==> src/rtl/cpu_types_pkg.sv <==
// Shared CPU/memory types: RAM handshake state seen by the bus controller.
package cpu_types_pkg;

    typedef enum logic [1:0] {
        FREE   = 2'd0,
        BUSY   = 2'd1,
        ACCESS = 2'd2,
        ERROR  = 2'd3
    } ramstate_t;

endpackage

==> src/rtl/coherence_bus_ctrl.sv <==
// Two-cache snooping bus controller: arbitrates read misses and write-backs to RAM,
// and serves read misses cache-to-cache when the other cache holds the block modified.
module coherence_bus_ctrl
    import cpu_types_pkg::*;
(
    input  logic        CLK,
    input  logic        nRST,
    input  logic [1:0]  dREN,
    input  logic [1:0]  dWEN,
    input  logic [31:0] daddr0,
    input  logic [31:0] daddr1,
    input  logic [31:0] dstore0,
    input  logic [31:0] dstore1,
    input  logic [1:0]  ccwrite,
    input  logic [1:0]  cctrans,
    output logic [1:0]  dwait,
    output logic [31:0] dload0,
    output logic [31:0] dload1,
    output logic [1:0]  ccwait,
    output logic [1:0]  ccinv,
    output logic [31:0] ccsnoopaddr,
    output logic        ramREN,
    output logic        ramWEN,
    output logic [31:0] ramaddr,
    output logic [31:0] ramstore,
    input  logic [31:0] ramload,
    input  ramstate_t   ramstate
);

    typedef enum logic [2:0] {
        IDLE, SNOOP, LOAD1, LOAD2, C2C1, C2C2, WB1, WB2
    } state_t;

    state_t      state, next_state;
    logic        g, lg, next_g;
    logic [1:0]  req;
    logic [31:0] addr_g, store_g, store_o;
    logic        access;

    assign req     = dWEN | dREN;
    assign addr_g  = g ? daddr1  : daddr0;
    assign store_g = g ? dstore1 : dstore0;
    assign store_o = g ? dstore0 : dstore1;
    assign access  = (ramstate == ACCESS);

    // lg resets to 1 so cache 0 wins the first tie after reset.
    always_ff @(posedge CLK or negedge nRST) begin
        if (!nRST) begin
            state <= IDLE;
            g     <= 1'b0;
            lg    <= 1'b1;
        end else begin
            state <= next_state;
            g     <= next_g;
            if (state == IDLE && next_state != IDLE) begin
                lg <= next_g;
            end
        end
    end

    always_comb begin
        // NOTE: every output and next-state signal gets a default before the case so no path leaves one unassigned (which would infer a latch).
        next_state  = state;
        next_g      = g;
        dwait       = 2'b11;
        dload0      = '0;
        dload1      = '0;
        ccwait      = 2'b00;
        ccinv       = 2'b00;
        ccsnoopaddr = '0;
        ramREN      = 1'b0;
        ramWEN      = 1'b0;
        ramaddr     = '0;
        ramstore    = '0;

        case (state)
            IDLE: begin
                if (req != 2'b00) begin
                    next_g     = (req == 2'b11) ? ~lg : req[1];
                    next_state = dWEN[next_g] ? WB1 : SNOOP;
                end
            end

            WB1, WB2: begin
                ramWEN   = 1'b1;
                ramaddr  = addr_g;
                ramstore = store_g;
                if (access) begin
                    dwait[g]   = 1'b0;
                    next_state = (state == WB1) ? WB2 : IDLE;
                end
            end

            SNOOP: begin
                ccwait[~g]  = 1'b1;
                ccsnoopaddr = addr_g;
                ccinv[~g]   = ccwrite[g];
                next_state  = cctrans[~g] ? C2C1 : LOAD1;
            end

            LOAD1, LOAD2: begin
                ccwait[~g]  = 1'b1;
                ccsnoopaddr = addr_g;
                ramREN      = 1'b1;
                ramaddr     = addr_g;
                if (g) dload1 = ramload;
                else   dload0 = ramload;
                if (access) begin
                    dwait[g]   = 1'b0;
                    next_state = (state == LOAD1) ? LOAD2 : IDLE;
                end
            end

            C2C1, C2C2: begin
                // The modified owner's data goes to the requester and is written back to RAM at once.
                ccwait[~g]  = 1'b1;
                ccsnoopaddr = addr_g;
                ramWEN      = 1'b1;
                ramaddr     = addr_g;
                ramstore    = store_o;
                if (g) dload1 = store_o;
                else   dload0 = store_o;
                if (access) begin
                    dwait      = 2'b00;
                    next_state = (state == C2C1) ? C2C2 : IDLE;
                end
            end

            default: next_state = IDLE;
        endcase
    end

endmodule

==> config.mk <==
export PLATFORM = sky130hd
export DESIGN_NAME = coherence_bus_ctrl
export DESIGN_NICKNAME = d
export VERILOG_FILES = /design/src/rtl/cpu_types_pkg.sv /design/src/rtl/coherence_bus_ctrl.sv
export SDC_FILE = /design/constraint.sdc
export NUM_CORES = 1
export LEC_CHECK = 0
export ABC_AREA = 1
export BUFFER_PORTS_ARGS = -buffer_cell sky130_fd_sc_hd__buf_2
export CAP_MARGIN = 10
export CORE_AREA = 10 10 125 127
export CTS_CLUSTER_DIAMETER = 80
export DETAILED_ROUTE_END_ITERATION = 12
export DIE_AREA = 0 0 135 137
export SYNTH_ARGS = -nofsm -noshare
export SYNTH_HDL_FRONTEND = slang
export SYNTH_SLANG_ARGS = --single-unit
==> constraint.sdc <==
create_clock -name CLK -period 2.8 [get_ports CLK]
set_clock_uncertainty 0.15 [all_clocks]
set_input_delay 0.42 -clock CLK [delete_from_list [all_inputs] [get_ports CLK]]
set_output_delay 0.42 -clock CLK [all_outputs]
set_load 0.02 [all_outputs]
# --- Word level (Yosys, flattened, before mapping) ---
# Cells that the tools add are included.
word_totals:
  out_inout_bits: 168
  input_bits: 172
  ramBits: 0
  n_memories: 0
  register_bits: 5
  latchBits: 0
  rom_bits: 0
  elab_cells: 77
op_classes:
  n_eq_ne: 9
  reduce_logical: 13
  addsub: 0
  n_bitwise: 5
  n_mul: 0
  shifts: 0
  div_mod_pow: 0
  muxes: 42
  n_lt_le_gt_ge: 5
op_table:
  columns: ["operator", "n"]
  rows:
  - ["$mux W32", 9]
  - ["$pmux W32 S2", 3]
  - ["$mux W3", 8]
  - ["$pmux W3 S5", 1]
  - ["$mux W1", 13]
  - ["$eq A3 B3 Y1 const B", 4]
  - ["$mux W2", 5]
  - ["$reduce_or A4 Y1", 2]
  - ["$eq A3 B2 Y1 const B", 2]
  - ["$lt A1 B2 Y1 const B", 3]
  - ["$reduce_or A2 Y1", 3]
  - ["$reduce_or A6 Y1", 1]
  - ["$reduce_or A5 Y1", 1]
  - ["$eq A2 B2 Y1 const B", 2]
  - ["$pmux W2 S2", 1]
  - ["$eq A3 B1 Y1 const B", 1]
  - ["$logic_and A1 B1 Y1", 3]
  - ["$logic_not A3 Y1", 1]
  - ["$reduce_bool A3 Y1", 1]
  - ["$and A2 B2 Y2", 1]
  - ["$demux W1 S1", 2]
  - ["$ge A1 B1 Y1 const B", 2]
  - ["$not A1 Y1", 2]
  - ["$not A2 Y2", 1]
  - ["other kinds (2)", 2]

# --- Logic depth before layout (Yosys ltp) ---
# Gate-level depths: netlist of the first run.
logic_depth:
  depth_word: 10
  depth_mapped: 15
  ltp_nobuf: 15

# --- Least setup slack after synthesis of the first run ---
# OpenSTA, ideal clock, no wires.
synth_path:
  path_kind: "register to output"
  from: "register state[2]"
  to: "output port dload0[0]"
  required_ps: 2230
  path_stages_with_launch: 8
  arrival_time_ps: 1793
  n_path_buf: 1
  slack_ps: 437
  path_cell_list: "dfrtp_1 > inv_2 > ha_1 > inv_1 > nor2_1 > buf_2 > nand2_1 > a21oi_1"
synth_via:
  elab_chain_cells: 3
  word_cells_on_any_way: 7
  cone_classes: "eq/ne (4); mux (1); reduce/logical (2)"
synth_lines:
  columns: ["element", "line_no", "rtl"]
  rows:
  - ["start: declaration", "coherence_bus_ctrl.sv:34", "state_t state, next_state;"]
  - ["start signal: assignment", "coherence_bus_ctrl.sv:53", "state <= next_state;"]
  - ["$eq A3 B3 Y1 or $eq A3 B2 Y1 (tied branches)", "coherence_bus_ctrl.sv:76", "case (state)"]
  - ["$reduce_or A2 Y1", "coherence_bus_ctrl.sv:76", null]
  - ["$pmux W32 S2 *", "coherence_bus_ctrl.sv:76", null]
  - ["end: declaration", "coherence_bus_ctrl.sv:17", "output logic [31:0] dload0,"]
# Mark *: on every way between the ends. The rest lies on a longest branch, timed or not.

# --- Final worst setup path of the first run ---
layout_path:
  from: "register state[2]"
  to: "output port dload0[25]"
# Same word-level chain as after synthesis.

==> results of run 1 <==
## logic make-up (layout without fill, tap and decap cells)
logic type,Yosys count,count (layout),synth area share
and+or+nand+nor,290,290,0.4188
adders and majority gates,4,4,0.01845
AOI/OAI and AO/OA,139,139,0.2901
DFF,5,5,0.04659
other,0,2,0
buffers and inverters,71,390,0.1079
muxes,32,32,0.1181
## metal layers
layer,share of wire,vias to the layer above
met1,0.36,2133
met3,0.13,12
met2,0.50,285
li1,-,2419
met4,0.012,2
met5,0.00098,-
## stage by stage
step                cell area, um2  std cells  power, mW  hold slack (ns)
global route                  4717       1036      7.287           0.3212
finish                        4722       1038      6.690           0.3084
floorplan                     2713        541      4.260         -0.02559
detailed placement            4628       1031      6.569          0.09558
CTS                           4717       1036      6.827           0.3108
global placement              4628       1031      6.556          0.09251
## Yosys cell counts (2+ instances only)
master / n / area share
inv_2: 4 / 0.0055
nand3_4: 2 / 0.013
nand2_1: 166 / 0.23
dfrtp_1: 4 / 0.037
clkbuf_1: 20 / 0.028
buf_1: 4 / 0.0055
nand3_1: 5 / 0.0092
ha_1: 4 / 0.018
nand2_2: 3 / 0.0069
o21ai_0: 39 / 0.072
buf_2: 15 / 0.028
buf_4: 2 / 0.0055
inv_1: 25 / 0.035
mux2i_1: 32 / 0.12
o211ai_1: 32 / 0.089
nor2_1: 113 / 0.16
a21oi_1: 66 / 0.12
## state kept, by name (all words and copies together), names as in the netlist
signal  flops
lg          1
g           1
state       3
## layout make-up
class	instances	area, um2
flip-flops and latches	5	130.1
fillers	1496	8363
multi-input cells	465	2298
repair buffers	356	1877
diodes	2	5.005
well taps	176	220.2
inverters	30	112.6
clock buffers	4	78.83
## final timing paths
| path | slack [ns] | from | to |
|---|---|---|---|
| hold reg to reg | 0.31 | lg | lg |
| min in group asynchronous | 0.40 | nRST | state[0] |
| setup / recovery | 0.24 | state[2] | dload0[25] |
| max in group asynchronous | 1.89 | nRST | lg |
| hold / removal | 0.31 | lg | lg |
| setup reg to reg | 0.59 | state[1] | lg |
## tightest hold or removal path: cells and delay by family, from the launching register on
kind | cells | cell delay (ns)
flip-flops | 1 | 0.36
AND/OR/NAND/NOR | 2 | 0.09
## repair_timing
action / in CTS / in global routing
hold buffers: 1 / 0
setup buffers: 0 / 0
hold endpoints to repair: 4 / 0
setup endpoints to repair: 0 / 0
## power by group through the flow
| stage | sequential, mW | clock, mW | combinational (mW) |
|---|---|---|---|
| 2_1_floorplan | 0.155 | 0 | 4.10 |
| 3_3_place_gp | 0.204 | 0 | 6.35 |
| 3_5_place_dp | 0.206 | 0 | 6.36 |
| 4_1_cts | 0.205 | 0.234 | 6.39 |
| 5_1_grt | 0.213 | 0.244 | 6.83 |
| 6_report | 0.200 | 0.231 | 6.26 |
==> results.yml, run 1 <==
grt:
  overflow: 0
  grt_pass1_vias: 4703
  globalRouteMet3Util: 0.07588
  grt_antenna_before_repair: 3
  grtUsageMet2: 0.3214
  grt_max_degree: 43
  use_met1: 0.1881
  grt_pass1_wl_um: 26680
  grt_busiest_layer: "met2"
  grt_usage: 0.1765
timing:
  setup-violations-final: 0
  slew_viol_final: 0
  maxSlewHeadroom: 0.7636
  fmax_mhz: 390.0
  fin_crit_sh: 0.9156
  hold_viol_final: 0
  period_minus_slack_ns: 2.564
  worst_pin_slew_ns: 0.3448
  rsz0062_at_grt: "false"
  fin_ws_ns: 0.2362
  tns_ns: 0
clock_network:
  clkSinkCount: 5
  cts_max_level: 1
  clk-insertion-delay-late_ns: 0.22
  clk_pin_slew_ns: 0.03
  cts_buffer_depth: 2
  cts_tree: "built"
  cts_made_buffers: 3
  postCtsResizedCells: 0
  cts-root-buf: "clkbuf_16"
power_and_ir_drop:
  p_leak_nw: 2.692
  power_switching_mw: 4.465
  pwr-share-comb: 0.935
  netSwitchingFraction: 0.6674
  sequentialPowerShare: 0.030
  power_density_nw_per_um2: 1417
  pwr-share-clk: 0.035
  internal-power_mw: 2.225
  peakVddDrop_v: 0.0006835
synth:
  ys_warn_count: 0
  netlist_area_um2: 2713
  ys.flop_type: "dfrtp_1"
  avgSynthCellArea_um2: 5.014
  syn_nets: 717
  synth.distinct_cells: 22
  synthCells: 541
  ys_ff_latch: 5
  synth_seq_area_share: 0.04659
  synth_edf_count: 0
  async_reset_ff_frac: 1.000
drt:
  drt_iter0_drc: 227
  wire_per_inst_um: 17.67
  vias: 4851
  drtPass1Iterations: 4
  wl_um: 18340
  antenna_left: 0
  drc_errors: 0
  vias_per_cell: 4.673
place:
  dp_slack_ns: 0.4481
  port_buffers: 339
  dpl.hpwl_um: 15390
  gp_congestion: 0.8507
finish:
  area_delta_synth_final_pct: 74.08
  final_cell_mix: "buf_2 (339), nand2_1 (166), nor2_1 (111)"
  final_core_util: 0.3609
  nNetsFinal: 1037
  final_common_cell: "buf_2"
  drive_gt1_frac: 0.4349
critical_path:
  cp-end-kind: "output port"
  crit_type: "flip-flop to output port"
  slowest_delay_ns: 0.45
  reg2reg_depth: 13
  slowest_stage: "dfrtp_1"
  crit_family: "buffers and inverters"
  worst-path-buf-inv: 4
  required_ns: 2.23
  cp-start-kind: "flip-flop"
  path_cells: "inv_2, ha_1, inv_1, nor2_2, buf_12, nand2_1, a21oi_1, buf_2"
  arrival_ns: 1.99
  cp_max_fo: 25
  worstSetupPathDepth: 8
floorplanning:
  fp.dieH_um: 137
  num_rows: 42
  dieArea_um2: 18500
  start_util: 0.2073
  coreArea_um2: 13090
  die_x_um: 135
  ios: 340
worst_hold_path:
  hold_path_class: "flip-flop to flip-flop"
  hold_path_depth: 2
job:
  max-cap-violations: 0
run_status:
  status: "completed"
No activity file was read; power rests on OpenSTA's default activity.
==> run 2: changes to the inputs <==
Clock period 2.8 ns to 2.7 ns, I/O delays scaled along.
==> run 2 against run 1 <==
Worst setup slack got worse by 0.092 ns. Hold slack improved by 0.0018 ns. Final cell count barely moved. Non-clock buffer count fell by 1. Global-route usage rose by 0.24 points. Sequential share of layout area barely moved. Die area did not move. Clock power rose by 4%. Utilization rose by 0.086 points. Register-to-register slack got worse by 0.17 ns. Routed wire length rose by 1.3%. Flip-flop and latch count did not move. Critical path type unchanged. Largest cell class unchanged. Largest power group unchanged.
==> results.yml, run 2 (same netlist as run 1, synthesis figures left out) <==
finish:
  nNetsFinal: 1036
  stdcell_area_um2: 4733
  area_delta_synth_final_pct: 74.49
  multi_input_area_um2: 2301
  drive_gt1_frac: 0.4354
  fillers: 1465
  final_cells: 1037
  final_core_util: 0.3617
  final_cell_mix: "buf_2 (339), nand2_1 (166), nor2_1 (111)"
  reg_top3: "state: 3 flops, g: 1 flops, lg: 1 flops"
  largest_reg_flops: 3
  seq_area_um2: 130.1
  final_common_cell: "buf_2"
  top_register: "state"
clock_network:
  cts_max_level: 1
  cts_made_buffers: 3
  clk-insertion-delay-late_ns: 0.22
  cts-root-buf: "clkbuf_16"
  cts_tree: "built"
  clk_pin_slew_ns: 0.03
  clkSinkCount: 5
  cts_buffer_depth: 2
grt:
  grt_usage: 0.1789
  globalRouteMet3Util: 0.07881
  grt_max_degree: 42
  grt_pass1_vias: 4766
  grt_pass1_wl_um: 26970
  grt_busiest_layer: "met2"
  grt_antenna_before_repair: 3
  grtUsageMet2: 0.3310
  overflow: 0
  use_met1: 0.1905
floorplanning:
  start_util: 0.2073
  die_x_um: 135
  ios: 340
  num_rows: 42
  coreArea_um2: 13090
  fp.dieH_um: 137
  dieArea_um2: 18500
drt:
  wl_um: 18590
  drc_errors: 0
  vias: 4805
  vias_per_cell: 4.634
  antenna_left: 0
  wire_per_inst_um: 17.92
  drtPass1Iterations: 4
  drt_iter0_drc: 287
timing:
  slew_viol_final: 0
  fmax_mhz: 391.2
  fin_crit_sh: 0.9466
  period_minus_slack_ns: 2.556
  setup-violations-final: 0
  fin_ws_ns: 0.1440
  worst_pin_slew_ns: 0.4184
  maxSlewHeadroom: 0.7211
  rsz0062_at_grt: "true"
  hold_viol_final: 0
critical_path:
  slowest_delay_ns: 0.47
  worst-path-buf-inv: 4
  required_ns: 2.14
  cp-start-kind: "flip-flop"
  cp_max_fo: 16
  crit_type: "flip-flop to output port"
  cp-end-kind: "output port"
  arrival_ns: 2.00
  path_cells: "inv_2, ha_1, inv_1, nor2_2, buf_4, nand2_1, a21oi_1, buf_2"
  crit_family: "buffers and inverters"
  slowest_stage: "dfrtp_1"
run_status:
  status: "completed"
place:
  port_buffers: 339
  post-place-cells: 1030
  dpl.hpwl_um: 15420
  dp_slack_ns: 0.3948
  dpl_cell_area_um2: 4633
  gp_congestion: 0.8427
job:
  max-cap-violations: 0
power_and_ir_drop:
  power_density_nw_per_um2: 1476
  peakVddDrop_v: 0.0007391
  p_leak_nw: 2.689
  power_mw: 6.987
worst_hold_path:
  hold_path_class: "flip-flop to flip-flop"
-- run 2: cell count changes in the layout (fill, tap and decap cells not counted) --
cell / before / now
buf_6: 0 / 1
buf_4: 12 / 9
buf_12: 4 / 5
ha_1: 4 / 3
ha_2: 0 / 1
-- run 2: power by group --
group,switching (mW),leakage (nW),total [mW],internal (mW)
sequential,0.0881,0.0578,0.214,0.126
clock,0.0457,0.0382,0.241,0.195
combinational,4.53,2.59,6.53,2.01
-- run 2: per-stage QoR --
stage	setup TNS, ns	hold slack, ns
after detailed placement	0	0.07523
final	0	0.3102
after global placement	0	0.07657
after global routing	-0.006915	0.3321
after floorplan	0	-0.04059
after CTS	0	0.3134
-- run 2: worst paths after layout --
kind                       startpoint    endpoint  slack (ns)  cells past startpoint
setup / recovery             state[1]  dload0[26]        0.14                      8
hold / removal                     lg          lg        0.31                      2
setup reg to reg             state[1]          lg        0.42                     12
hold reg to reg                    lg          lg        0.31                      2
max in group asynchronous        nRST          lg        1.80                      2
min in group asynchronous        nRST    state[1]        0.38                      2
-- run 2: layout make-up --
class,count,share of cell area
multi-input cells,465,0.4861
well taps,176,0.04652
flip-flops and latches,5,0.02749
inverters,30,0.02379
repair buffers,355,0.3984
diodes,2,0.001057
clock buffers,4,0.01665
-- run 2: routing by layer --
| layer | vias to the layer above | wire, um |
|---|---|---|
| li1 | 2429 | - |
| met1 | 2113 | 6802 |
| met2 | 255 | 9308 |
| met3 | 6 | 2350 |
| met4 | 2 | 116 |
| met5 | - | 8 |
-- run 2: repair_timing --
item                                    in CTS  in global routing
buffers inserted                             0                  0
hold buffers                                 1                  0
resized for setup                            0                  2
endpoints found under the setup margin       0                  3
endpoints found under the hold margin        4                  0
-- run 2: tightest hold or removal path: cells and delay by family (launching register included) --
family           cells  cell delay [ns]
AND/OR/NAND/NOR      2             0.10
flip-flops           1             0.35
==> run 3: changes to the inputs <==
Settings changed: RECOVER_POWER from default to 50.
==> run 3 against run 2 <==
Non-clock buffer count did not move. Total power decreased by 1.2%. Cell area is 1.1% lower. Via count decreased by 0.25%. Routed wire length down 0.18%. Clock-buffer cell count is the same. Maximum frequency about the same. Critical path depth unchanged. First-iteration DRC count down 13%. Worst setup slack better by 0.0012 ns. Global-route usage is the same.
==> results.yml, run 3 (same netlist as run 1, synthesis figures left out) <==
power_and_ir_drop:
  netSwitchingFraction: 0.6744
  pwr-share-comb: 0.934
  power_density_nw_per_um2: 1474
  power_switching_mw: 4.656
  pwr-share-clk: 0.035
  power_mw: 6.904
  sequentialPowerShare: 0.031
  internal-power_mw: 2.248
  p_leak_nw: 2.571
  peakVddDrop_v: 0.0007121
clock_network:
  post_cts_buffers: 0
  cts_max_level: 1
  cts_tree: "built"
  cts_buffer_depth: 2
  cts-root-buf: "clkbuf_16"
  clkSinkCount: 5
  cts_made_buffers: 3
  clk-insertion-delay-late_ns: 0.22
  clk_pin_slew_ns: 0.03
finish:
  final_cell_mix: "buf_2 (271), nand2_1 (166), nor2_1 (111)"
  area_delta_synth_final_pct: 72.65
  drive_gt1_frac: 0.4005
  largest_reg_flops: 3
  final_core_util: 0.3579
  fillers: 1475
  nNetsFinal: 1036
  final_common_cell: "buf_2"
  top_register: "state"
  reg_top3: "state: 3 flops, g: 1 flops, lg: 1 flops"
timing:
  worst_pin_slew_ns: 0.6730
  maxSlewHeadroom: 0.5514
  hold_viol_final: 0
  period_minus_slack_ns: 2.555
  slew_viol_final: 0
  fin_crit_sh: 0.9462
  fmax_mhz: 391.4
  tns_ns: 0
  holdWs_ns: 0.3102
  rsz0062_at_grt: "true"
  setup-violations-final: 0
critical_path:
  cp-start-kind: "flip-flop"
  cp_max_fo: 16
  arrival_ns: 2.00
  required_ns: 2.14
  cp-end-kind: "output port"
  crit_type: "flip-flop to output port"
drt:
  drtPass1Iterations: 5
  vias_per_cell: 4.622
  wl_um: 18550
  drt_iter0_drc: 251
  antenna_left: 0
  wire_per_inst_um: 17.89
  drc_errors: 0
  vias: 4793
floorplanning:
  die_x_um: 135
  dieArea_um2: 18500
  ios: 340
  coreArea_um2: 13090
  num_rows: 42
  start_util: 0.2073
  fp.dieH_um: 137
place:
  gp_congestion: 0.8427
  dpl.hpwl_um: 15420
  port_buffers: 339
worst_hold_path:
  hold_path_class: "flip-flop to flip-flop"
grt:
  grt_antenna_before_repair: 3
  overflow: 0
  grt_max_degree: 42
  grt_pass1_wl_um: 26970
  grt_usage: 0.1789
  grt_pass1_vias: 4766
run_status:
  status: "completed"
job:
  max-cap-violations: 0
-- run 3: cell count changes in the layout (fill, tap and decap cells not counted), sizes merged --
cell    before  now
clkbuf       4   73
buf        354  285
-- run 3: what timing repair did --
action,CTS,global route
endpoints found under the setup margin,0,3
resized for setup,0,2
hold endpoints to repair,4,0
hold buffers,1,0
-- run 3: layout make-up --
cell class	count	area, um2	area share
Timing Repair Buffer	355	1848	0.3946
Multi-Input combinational cell	465	2288	0.4886
Antenna cell	2	5.005	0.001069
Tap cell	176	220.2	0.04702
Sequential cell	5	130.1	0.02779
Clock buffer	4	78.83	0.01683
Inverter	30	112.6	0.02404
-- run 3: routing by layer --
layer | vias up | track usage | share of wire
met4 | 2 | 0.01495 | 0.0060
met1 | 2102 | 0.1905 | 0.36
met5 | - | 0 | 0.00070
li1 | 2428 | - | -
met2 | 255 | 0.3310 | 0.50
met3 | 6 | 0.07881 | 0.13
-- run 3: power by group through the flow --
stage / clock network (mW) / logic, mW / registers, mW
final: 0.241 / 6.45 / 0.215
after CTS: 0.245 / 6.65 / 0.215
after floorplan: 0 / 4.26 / 0.161
after detailed placement: 0 / 6.63 / 0.216
after global routing: 0.253 / 7.06 / 0.225
after global placement: 0 / 6.63 / 0.215
-- run 3: final timing paths --
check | startpoint | endpoint | slack [ns] | depth (start not counted)
worst max-delay path | state[1] | dload0[26] | 0.15 | 8
worst min-delay path | lg | lg | 0.31 | 2
worst max register to register | state[1] | lg | 0.24 | 12
worst min register to register | lg | lg | 0.31 | 2
max in group asynchronous | nRST | lg | 1.69 | 2
min in group asynchronous | nRST | state[2] | 0.44 | 2
-- run 3: per-stage QoR --
stage                     instance area [um2]  setup WS (ns)  instances
final                                    4683         0.1452       1037
after global routing                     4678      -0.006915       1035
after CTS                                4722         0.1481       1035
after detailed placement                 4633         0.3948       1030
after global placement                   4633         0.4128       1030
after floorplan                          2713         0.3516        541
-- run 3: worst max-delay path: stages (launching register included) --
cell and delay [ns]:
dfrtp_1 0.47, inv_2 0.15, ha_1 0.21, inv_1 0.08
nor2_2 0.10, buf_4 0.24, nand2_1 0.11, a21oi_1 0.20
buf_2 0.21
